$ cat config.mk
export PLATFORM = sky130hd
export DESIGN_NAME = hazard_ctrl_p
export DESIGN_NICKNAME = d
export VERILOG_FILES = /design/src/rtl/hazard_ctrl_p.sv
export SDC_FILE = /design/constraint.sdc
export NUM_CORES = 1
export LEC_CHECK = 0
export BUFFER_PORTS_ARGS = -buffer_cell sky130_fd_sc_hd__buf_2
export CORE_MARGIN = 10
export CORE_UTILIZATION = 51
export CTS_CLUSTER_SIZE = 30
export DETAILED_ROUTE_END_ITERATION = 12
export GPL_TIMING_DRIVEN = 0
export PLACE_DENSITY = 0.87
export SLEW_MARGIN = 10
export SYNTH_ARGS = -nofsm -noshare
export SYNTH_HDL_FRONTEND = slang
export SYNTH_SLANG_ARGS = --single-unit
$ cat constraint.sdc
create_clock -name clk -period 4.7 [get_ports clk]
set_clock_uncertainty 0.2 [all_clocks]
set_input_delay 0.235 -clock clk [delete_from_list [all_inputs] [get_ports clk]]
set_output_delay 0.235 -clock clk [all_outputs]
set_load 0.005 [all_outputs]
$ cat src/rtl/hazard_ctrl_p.sv
// -----------------------------------------------------------------------------
// hazard_ctrl_p
// Stateful pipeline hazard controller for the RV32 five-stage core. It detects
// load-use hazards against the instruction in EX, sequences multi-cycle stalls
// of LOAD_LAT bubbles, flushes IF/ID and ID/EX on a branch redirect, freezes
// the whole pipeline while data memory is busy, and counts stall cycles in a
// saturating performance counter.
//
// Parameters:
//   REG_AW   register address width
//   NUM_SRC  source operands checked per ID instruction (1..3)
//   LOAD_LAT bubbles required after a load before a dependent leaves ID (1..7)
//   CNT_W    stall performance counter width
//
// Ports:
//   clk          core clock, rising edge
//   rst_n        asynchronous active-low reset
//   id_rs        ID source register addresses, src i at [i*REG_AW +: REG_AW]
//   id_rs_used   bit i set: src i is actually read by the ID instruction
//   ex_rd        destination register of the EX instruction
//   ex_mem_read  EX instruction is a load
//   ex_reg_wen   EX instruction writes the register file
//   redirect     EX resolved a taken branch/jump this cycle
//   dmem_busy    data memory not ready, pipeline freezes
//   pc_wen       PC write enable
//   ifid_wen     IF/ID write enable
//   ifid_flush   clear IF/ID to NOP
//   idex_flush   insert bubble into ID/EX
//   exmem_wen    EX/MEM (and later stages) write enable
//   stall        load-use stall active this cycle
//   stall_count  saturating count of cycles with stall=1
// -----------------------------------------------------------------------------
module hazard_ctrl_p #(
    parameter int REG_AW   = 5,
    parameter int NUM_SRC  = 2,
    parameter int LOAD_LAT = 1,
    parameter int CNT_W    = 16
) (
    input  logic                      clk,
    input  logic                      rst_n,
    input  logic [NUM_SRC*REG_AW-1:0] id_rs,
    input  logic [NUM_SRC-1:0]        id_rs_used,
    input  logic [REG_AW-1:0]         ex_rd,
    input  logic                      ex_mem_read,
    input  logic                      ex_reg_wen,
    input  logic                      redirect,
    input  logic                      dmem_busy,
    output logic                      pc_wen,
    output logic                      ifid_wen,
    output logic                      ifid_flush,
    output logic                      idex_flush,
    output logic                      exmem_wen,
    output logic                      stall,
    output logic [CNT_W-1:0]          stall_count
);

    // Illegal parameter values stop elaboration.
    generate
        if (LOAD_LAT < 1 || LOAD_LAT > 7) begin : g_bad_load_lat
            $error("hazard_ctrl_p: LOAD_LAT=%0d outside 1..7", LOAD_LAT);
        end
        if (NUM_SRC < 1 || NUM_SRC > 3) begin : g_bad_num_src
            $error("hazard_ctrl_p: NUM_SRC=%0d outside 1..3", NUM_SRC);
        end
    endgenerate

    typedef enum logic {
        IDLE  = 1'b0,
        STALL = 1'b1
    } state_t;

    // Remaining bubbles after the first one, loaded on hazard entry.
    localparam logic [2:0] LAT_M1 = 3'(LOAD_LAT - 1);

    state_t            r_state;
    state_t            w_state_next;
    logic [2:0]        r_cnt;
    logic [2:0]        w_cnt_next;
    logic [CNT_W-1:0]  r_stall_count;
    logic [NUM_SRC-1:0] w_src_match;
    logic              w_hazard;

    // Per-source comparison against the EX destination.
    generate
        for (genvar gi = 0; gi < NUM_SRC; gi++) begin : g_src
            assign w_src_match[gi] = id_rs_used[gi] &
                                     (id_rs[gi*REG_AW +: REG_AW] == ex_rd);
        end
    endgenerate

    // x0 is hardwired zero, so a load targeting it never creates a dependency.
    assign w_hazard = ex_mem_read & ex_reg_wen & (ex_rd != '0) & (|w_src_match);

    always_ff @(posedge clk or negedge rst_n) begin
        if (!rst_n) begin
            r_state <= IDLE;
            r_cnt   <= 3'd0;
        end else begin
            r_state <= w_state_next;
            r_cnt   <= w_cnt_next;
        end
    end

    always_comb begin
        // Normal flow defaults.
        w_state_next = r_state;
        w_cnt_next   = r_cnt;
        pc_wen       = 1'b1;
        ifid_wen     = 1'b1;
        exmem_wen    = 1'b1;
        ifid_flush   = 1'b0;
        idex_flush   = 1'b0;
        stall        = 1'b0;

        if (!rst_n) begin
            // Outputs follow reset immediately, not at the next edge.
            pc_wen     = 1'b0;
            ifid_wen   = 1'b0;
            exmem_wen  = 1'b0;
            ifid_flush = 1'b1;
            idex_flush = 1'b1;
        end else if (dmem_busy) begin
            // Full freeze: nothing advances, state and counters hold.
            pc_wen    = 1'b0;
            ifid_wen  = 1'b0;
            exmem_wen = 1'b0;
        end else if (redirect) begin
            // Wrong-path instructions in IF/ID and ID are squashed; any
            // pending stall belongs to a squashed instruction and is dropped.
            ifid_flush   = 1'b1;
            idex_flush   = 1'b1;
            w_state_next = IDLE;
            w_cnt_next   = 3'd0;
        end else if (r_state == STALL) begin
            pc_wen     = 1'b0;
            ifid_wen   = 1'b0;
            idex_flush = 1'b1;
            stall      = 1'b1;
            if (r_cnt == 3'd1) begin
                w_state_next = IDLE;
                w_cnt_next   = 3'd0;
            end else begin
                w_cnt_next = r_cnt - 3'd1;
            end
        end else if (w_hazard) begin
            pc_wen     = 1'b0;
            ifid_wen   = 1'b0;
            idex_flush = 1'b1;
            stall      = 1'b1;
            // The first bubble is issued here; STALL covers the rest.
            if (LOAD_LAT > 1) begin
                w_state_next = STALL;
                w_cnt_next   = LAT_M1;
            end
        end
    end

    always_ff @(posedge clk or negedge rst_n) begin
        if (!rst_n) begin
            r_stall_count <= '0;
        end else if (stall && (r_stall_count != '1)) begin
            r_stall_count <= r_stall_count + CNT_W'(1);
        end
    end

    assign stall_count = r_stall_count;

endmodule

After elaboration in Yosys (flattened, before gate mapping)
Index checks and enable logic that the tools add are counted.
{ "word_totals": {"out_inout_bits": 22, "wordCells": 45, "inputBits": 23, "mem_count": 0, "romBits": 0, "ff_bits": 20, "mem_bits_rw": 0, "latchBits": 0} }
{ "op_classes": {"shifts": 0, "eq_ne": 4, "div": 0, "bitwise": 6, "n_reduce_logical": 6, "magnitude_cmp": 0, "muxes": 24, "mul": 0, "addsub": 2} }
{ "op_table": {"columns": ["cell", "n"], "rows": [
  ["$mux 1", 21],
  ["$add 16x1->16 const B", 1],
  ["$ne 16x16->1 const B", 1],
  ["$eq 5x5->1", 2],
  ["$mux 3", 3],
  ["$and 1x1->1", 5],
  ["$reduce_bool 5->1", 1],
  ["$eq 3x1->1 const B", 1],
  ["$reduce_and 3->1", 1],
  ["$sub 3x1->3 const B", 1],
  ["$reduce_and 2->1", 1],
  ["$reduce_bool 2->1", 1],
  ["$reduce_or 2->1", 1],
  ["$logic_and 1x1->1", 1],
  ["$not 1->1", 1]
]} }

Longest topological paths before layout
Gate-level depths: netlist (run 1).
{ "depth": {"word_depth": 10, "depth_mapped": 9, "ltp_nobuf": 7} }

Worst setup path before layout (run 1)
Ideal clock, no wire load.
{ "synth_timing": {"path_kind": "register -> register", "from": "reg r_stall_count[1] (netlist: stall_count[1])", "to": "reg r_stall_count[1] (netlist: stall_count[1])", "synth_period_minus_slack_ps": 2143, "required_time_ps": 4372, "path_slack_ps": 2557, "path_buffers": 1, "setup_time_ps": 128, "arrival_ps": 1816, "stages_incl_launch_ff": 8, "cell_sequence": "dfrtp_1 ha_1 clkbuf_1 nand4_1 nor4_1 nor3b_1 a21o_1 mux2_1"} }
{ "synth_via": {"elab_chain_cells": 2, "word_cells_on_any_way": 3, "classes_between": "add/sub: 1; eq/ne: 1; reduce/logical: 1"} }
{ "synth_rtl": {"columns": ["item", "line_no", "rtl"], "rows": [
  ["from (decl)", "79", "logic [CNT_W-1:0] r_stall_count;"],
  ["from (signal assigned)", "162", "r_stall_count <= r_stall_count + CNT_W'(1);"],
  ["parallel branches: the longest is 2 deep, another holds $add 16x1->16", null, null]
]} }
Several ways; the timed one is not identified.
A chain may end at the register's enable or synchronous reset.

Worst setup path after layout (run 1)
{ "layout_timing": {"from": "in rst_n", "to": "reg r_stall_count[9] (netlist: stall_count[9])"} }
{ "layout_via": {"elab_chain_cells": 2} }
{ "layout_rtl": {"columns": ["item", "line_no", "rtl"], "rows": [
  ["from (decl)", "40", "input logic rst_n,"],
  ["$mux 1", "115", "if (!rst_n) begin"],
  ["$logic_and 1x1->1", "161", "end else if (stall && (r_stall_count != '1)) begin"]
]} }
Every way passes these cells.

==> summary.md, run 1 <==
| Metric | Value |
|---|---|
| Clock Tree Buf Depth | `2` |
| Worst path bufs/invs | `4` |
| CTS tree | `done` |
| Main area contributors after synthesis | `dfrtp_1, xnor2_1, nand4_1` |
| Clock Latency Late Sink | `0.30 ns` |
| DP HPWL | `~2400 um` |
| Peak VDD IR | `0.280 mV` |
| Design area | `between 1000 and 1500 um2` |
| Async set or reset register ratio after synthesis | `1.00` |
| Startpoint type of the worst setup path | `input port` |
| Netlist cell types | `32` |
| Cell at the slowest stage of the critical path | `dlygate4sd3_1` |
| Crit end category | `register` |
| Setup tns final | `0 ns` |
| Min-delay worst type | `in -> reg` |
| Final antenna-violating net count | `0` |
| Critical Path Start | `rst_n` |
| Vias | `roughly 1100` |
| Placed Area | `roughly 1400 um2` |
| Minimum clock period | `2.63 ns` |
| Max incr delay on CP | `0.52 ns` |
| Status | `finished clean` |
| Non-Filler Instances | `195` |
| Fmax achieved | `381 MHz` |
| Cell Area, Synth | `1160 um2` |
| Worst rel slew slack | `0.697` |
| Maxcap violations | `0` |
| Final setup viols | `0` |
| Die area | `4600 um2` |
| Chip height | `67.8 um` |
| Gpl congestion | `0.903` |
| First-pass GRT wire length | `4660 um` |
| DIE WIDTH | `67.8 um` |
| IO Port Bufs | `44` |
| Crit path kind | `in -> reg` |
| Routed wire length | `approximately 3000 um` |
| Area Growth Syn to Fin | `27.3%` |
| # IOs | `between 40 and 50` |
| Clock-pin slew on the worst setup and hold paths | `0.10 ns` |
| Largest net degree at the start of global routing | `23` |
| Vias in the first global route | `between 1000 and 1500` |
| Worst r2r src | `stall_count[1]` |
| Post-layout util | `0.677` |
| Layout cells sized above 1 | `0.305` |
| DRT Pass-1 Iters | `4` |
| Vias per inst | `~5.6` |
| CP required | `about 4.7 ns` |
| Unrepaired setup endpoints after global routing | `no` |
| Synth top area share | `0.430` |
| Postcts setup bufs | `0` |
| Nets | `194` |
| Post-synthesis register bit count | `20` |
| Root buffer cell | `clkbuf_4` |
| Post-CTS resize count | `0` |
| Max Slew Vio Count | `0` |
| GRT Resource Usage Total | `0.128` |
| Critical hold path startpoint | `redirect` |
| Fin crit share | `0.559` |
| Post-synthesis sequential area ratio | `0.430` |
| CTS HTree Levels | `1` |
| Leak | `~0.74 nW` |
| Remaining DRCs | `0` |
| Critical path cell sequence | `dlygate4sd3_1, buf_2, nand2b_1, inv_1, nand2_1, nor3b_1, a21o_1, buf_6, nand4_1, xnor2_1` |
| Initial antenna violation count | `0` |
| Site Rows | `17` |
| Hold Vio Cnt, Final | `0` |
| Pwr/cell area | `252 nW/um2` |
| WL per Instance | `15.3 um` |
| PnR Total Power | `about 370 uW` |
| Dpl cells | `190` |
| Synthesized instance count | `roughly 120` |
| Top_reg_cell synth | `dfrtp_1` |
| Post-synth top area cell | `dfrtp_1` |
| Core ar. | `2190 um2` |
| Initial Utilization | `0.532` |
| CTS sink count | `20` |
| Synthesized Nets | `around 140` |
| Worst Tran Pin Value | `0.455 ns` |
| Top Family by Delay on Critical Path | `buffers and inverters` |
| Hold buffers post-CTS | `1` |
| Mean area per synthesized cell | `9.87 um2` |
| Critical Path Fanout Max | `22` |
| Global route overflow | `0` |
| # diodes | `0` |
| 1st-iter DRT viols | `27` |
| Synth warnings | `0` |
| Post-synth EDFFs | `0` |
| Total CTS buffers | `3` |
| CP arrival | `2.63 ns` |
[flip-flops by register name, summed over array words and instances (netlist names)]
| signal | flops |
|---|---|
| r_cnt | 3 |
| r_state | 1 |
| stall_count | 16 |
[cell type report]
type / instances / area, um2
timing repair buffer: 45 / 230
fill: 168 / 708
clock buffer: 3 / 22.5
clock inverter: 1 / 30.0
tap: 28 / 35.0
sequential: 20 / 500
buffer: 4 / 26.3
multi-input combinational: 89 / 619
inverter: 5 / 18.8
[Yosys cell counts, drive strengths merged (3+ instances only)]
library cell	count
nand2	10
nand4	16
nor4	3
nand3	3
xnor2	23
o21ai	4
buf	3
nor2	5
dfrtp	20
ha	3
inv	5
[cell usage in the layout (no fill, tap or decap), types with 2 or more instances in the layout]
master and count:
a21o_1 2, a21oi_1 2, and3_1 2, buf_2 44, clkbuf_4 3, dfrtp_1 20, ha_1 3, inv_1 5
nand2_1 10, nand3_1 3, nand4_1 16, nor2_1 5, nor3b_1 2, nor4_1 3, o21ai_0 4, xnor2_1 23
[worst paths after layout]
check / endpoint / slack, ns / cells past startpoint
min in group asynchronous: stall_count[5] / 0.21 / 2
hold reg to reg: stall_count[8] / 0.30 / 1
setup / recovery: stall_count[9] / 2.07 / 10
max in group asynchronous: r_state / 3.78 / 2
hold / removal: r_cnt[1] / 0.009 / 2
setup reg to reg: stall_count[9] / 2.12 / 9
[layer usage]
| layer | vias up | global-route usage | part of all wire |
|---|---|---|---|
| li1 | 515 | - | - |
| met1 | 505 | 0.135 | 0.39 |
| met2 | 57 | 0.218 | 0.46 |
| met3 | 12 | 0.0479 | 0.12 |
| met4 | 0 | 0.0628 | 0.028 |
| met5 | - | 0 | 0 |
[cell families after synthesis]
family,count (synthesis),share of synthesized area
multiplexers,2,0.0226
AO/OA/AOI/OAI,12,0.0655
flip-flops,20,0.430
adder cells (fa/ha/maj),3,0.0322
AND/OR/NAND/NOR,48,0.231
buffers and inverters,9,0.0387
XOR/XNOR,24,0.180
[power breakdown]
part           internal (mW)  leakage [nW]  switching (mW)
Sequential             0.178         0.274         0.00505
Clock                 0.0862        0.0279          0.0506
Combinational         0.0261         0.438          0.0276
[metrics by stage]
stage          worst slack (ns)  hold slack (ns)
6_report                   2.07          0.00853
3_3_place_gp               2.27          0.00656
2_1_floorplan              2.56           -0.261
4_1_cts                    2.05         0.000385
5_1_grt                    1.85          0.00828
3_5_place_dp               2.22           0.0131
No activity file was read; power rests on OpenSTA's default activity.
==> run 2: changes to the inputs <==
--- a/config.mk
+++ b/config.mk
@@ -7,11 +7,11 @@
 export LEC_CHECK = 0
 export BUFFER_PORTS_ARGS = -buffer_cell sky130_fd_sc_hd__buf_2
 export CORE_MARGIN = 10
-export CORE_UTILIZATION = 51
+export CORE_UTILIZATION = 43
 export CTS_CLUSTER_SIZE = 30
 export DETAILED_ROUTE_END_ITERATION = 12
 export GPL_TIMING_DRIVEN = 0
-export PLACE_DENSITY = 0.87
+export PLACE_DENSITY = 0.79
 export SLEW_MARGIN = 10
 export SYNTH_ARGS = -nofsm -noshare
 export SYNTH_HDL_FRONTEND = slang
==> constraint.sdc (replaced) <==
create_clock -name clk -period 2.15 [get_ports clk]
set_clock_uncertainty 0.2 [all_clocks]
set_input_delay 0.1075 -clock clk [delete_from_list [all_inputs] [get_ports clk]]
set_output_delay 0.1075 -clock clk [all_outputs]
set_load 0.005 [all_outputs]
==> summary.md, run 2 (synthesis results as in run 1) <==
| Metric | Value |
|---|---|
| # IOs | `45 (unchanged)` |
| Hold Vio Cnt, Final | `0 (unchanged)` |
| Status | `finished clean (unchanged)` |
| Pwr/cell area | `488 nW/um2 (was 252 nW/um2)` |
| Vias | `1101 (was 1089)` |
| Seq. cell area | `502 um2 (was 500 um2)` |
| Reg2Reg Depth | `8 (was 9)` |
| Minimum clock period | `2.07 ns` |
| Largest net degree at the start of global routing | `21 (was 23)` |
| Largest register FFs | `16 (unchanged)` |
| Clock Latency Late Sink | `0.30 ns (about the same)` |
| Final setup viols | `0 (unchanged)` |
| Max Slew Vio Count | `0 (unchanged)` |
| Fillers | `207 (was 168)` |
| Clock-pin slew on the worst setup and hold paths | `0.11 ns (was 0.10 ns)` |
| CTS sink count | `20 (unchanged)` |
| Fmax achieved | `484 MHz` |
| DIE WIDTH | `72.0 um (was 67.8 um)` |
| CTS HTree Levels | `1 (unchanged)` |
| Initial antenna violation count | `0 (unchanged)` |
| WHS Endpoint | `r_cnt[2] (was r_cnt[1])` |
| CP required | `2.14 ns (was 4.70 ns)` |
| Non-Filler Instances | `199 (was 195)` |
| Chip height | `72.0 um (was 67.8 um)` |
| First-pass GRT wire length | `5160 um (was 4660 um)` |
| Critical hold path startpoint | `rst_n (was redirect)` |
| Crit end category | `register (unchanged)` |
| GRT Resource Usage Total | `0.117 (was 0.128)` |
| Maxcap violations | `0 (unchanged)` |
| Site Rows | `18 (was 17)` |
| Total CTS buffers | `3 (unchanged)` |
| Post-layout util | `0.599 (was 0.677)` |
| Worst rel slew slack | `0.415 (was 0.697)` |
| # diodes | `0 (unchanged)` |
| Leading cell type in the layout, fill and taps excluded | `buf_2 (unchanged)` |
| Unrepaired setup endpoints after global routing | `yes (was no)` |
| DRT Pass-1 Iters | `4 (unchanged)` |
| Gpl congestion | `0.840 (was 0.903)` |
| Remaining DRCs | `0 (unchanged)` |
| Routed wire length | `3080 um (was 2990 um)` |
| Fin crit share | `0.961` |
| Worst r2r src | `stall_count[1] (unchanged)` |
| R2R setup slack | `0.08 ns (was 2.12 ns)` |
| IO Port Bufs | `44 (unchanged)` |
| Critical Path Fanout Max | `10 (was 22)` |
| Startpoint type of the worst setup path | `register (was input port)` |
| 1st-iter DRT viols | `44 (was 27)` |
| Worst hold stages | `4 (was 2)` |
| Core ar. | `2520 um2 (was 2190 um2)` |
| Worst R2R End | `stall_count[7] (was stall_count[9])` |
| Clock Tree Buf Depth | `2 (unchanged)` |
| Crit path kind | `reg -> reg (was in -> reg)` |
| Leak | `0.742 nW (was 0.740 nW)` |
| Dpl cells | `192 (was 190)` |
| CTS tree | `done (unchanged)` |
| WL per Instance | `15.5 um (was 15.3 um)` |
| CP arrival | `2.05 ns (was 2.63 ns)` |
| Global route overflow | `0 (unchanged)` |
| Worst Tran Pin Value | `0.874 ns (was 0.455 ns)` |
| Area Growth Syn to Fin | `29.6% (was 27.3%)` |
| Multi-input gate area | `638 um2 (was 619 um2)` |
| Vias in the first global route | `1150 (was 1084)` |
| Root buffer cell | `clkbuf_4 (unchanged)` |
| Vias per inst | `5.53 (was 5.58)` |
| Most frequent cells in the layout | `buf_2, xnor2_1, dfrtp_1 (unchanged)` |
| Final antenna-violating net count | `0 (unchanged)` |
| Peak VDD IR | `0.439 mV (was 0.280 mV)` |
| Initial Utilization | `0.462 (was 0.532)` |
| DP HPWL | `2510 um (was 2370 um)` |
| Nets | `196 (was 194)` |
| Min-delay worst type | `in -> reg (unchanged)` |
| Die area | `5190 um2 (was 4600 um2)` |
| Layout cells sized above 1 | `0.331 (was 0.305)` |
## run 2: where the power goes
| part | leakage [nW] | total (mW) | switching [mW] | internal [mW] |
|---|---|---|---|---|
| registers | 0.272 | 0.402 | 0.0126 | 0.389 |
| clock network | 0.0210 | 0.215 | 0.112 | 0.103 |
| logic | 0.449 | 0.120 | 0.0613 | 0.0589 |
| total | 0.742 | 0.737 | 0.186 | 0.552 |
## run 2: metal layers
metal / part of all wire / up-vias / global-route usage
met1: 0.37 / 553 / 0.118
met5: 0 / - / 0
li1: - / 525 / -
met4: 0.0094 / 0 / 0.0301
met2: 0.57 / 19 / 0.222
met3: 0.048 / 4 / 0.0435
## run 2: how the worst max path moves through the flow
stage / startpoint / endpoint / slack [ns] / depth (start not counted)
5_1_grt: stall_count[1] / stall_count[11] / -0.04 / 8
6_report: stall_count[1] / stall_count[7] / 0.08 / 8
3_3_place_gp: stall_count[1] / stall_count[10] / -0.30 / 9
4_1_cts: stall_count[1] / stall_count[7] / 0.03 / 8
3_5_place_dp: stall_count[1] / stall_count[5] / -0.32 / 9
2_1_floorplan: stall_count[1] / stall_count[1] / 0.007 / 7
## run 2: per-stage QoR
stage / hold WS [ns] / instance area [um2] / TNS (ns) / setup slack [ns] / total power [mW]
after floorplan: -0.388 / 1160 / 0 / 0.00687 / 0.468
final: 0.0148 / 1510 / 0 / 0.0838 / 0.737
after CTS: 0.00536 / 1500 / 0 / 0.0322 / 0.747
after global placement: -0.120 / 1420 / -3.70 / -0.297 / 0.515
after detailed placement: -0.110 / 1420 / -4.09 / -0.322 / 0.526
after global routing: 0.0610 / 1510 / -0.161 / -0.0382 / 0.773
## run 2: timing repair
item | in CTS | in global routing
gates resized for setup | 4 | 0
setup buffers | 1 | 1
pin swaps | 0 | 0
endpoints found under the hold margin | 23 | 0
hold buffers | 2 | 0
endpoints found under the setup margin | 15 | 9
## run 2: critical path, cell delays in order (launching register included)
cell	delay, ns
dfrtp_2	0.47
ha_4	0.20
nand4_1	0.11
nor4_2	0.06
nor3b_1	0.19
a21o_1	0.26
buf_6	0.18
nand4_1	0.12
xnor2_1	0.16
## run 2: final cells by class
cell class / instances / area share
timing repair buffer: 48 / 0.169
inverter: 5 / 0.0124
tap: 30 / 0.0249
buffer: 3 / 0.0149
sequential: 20 / 0.332
clock buffer: 4 / 0.0240
multi-input combinational: 89 / 0.423
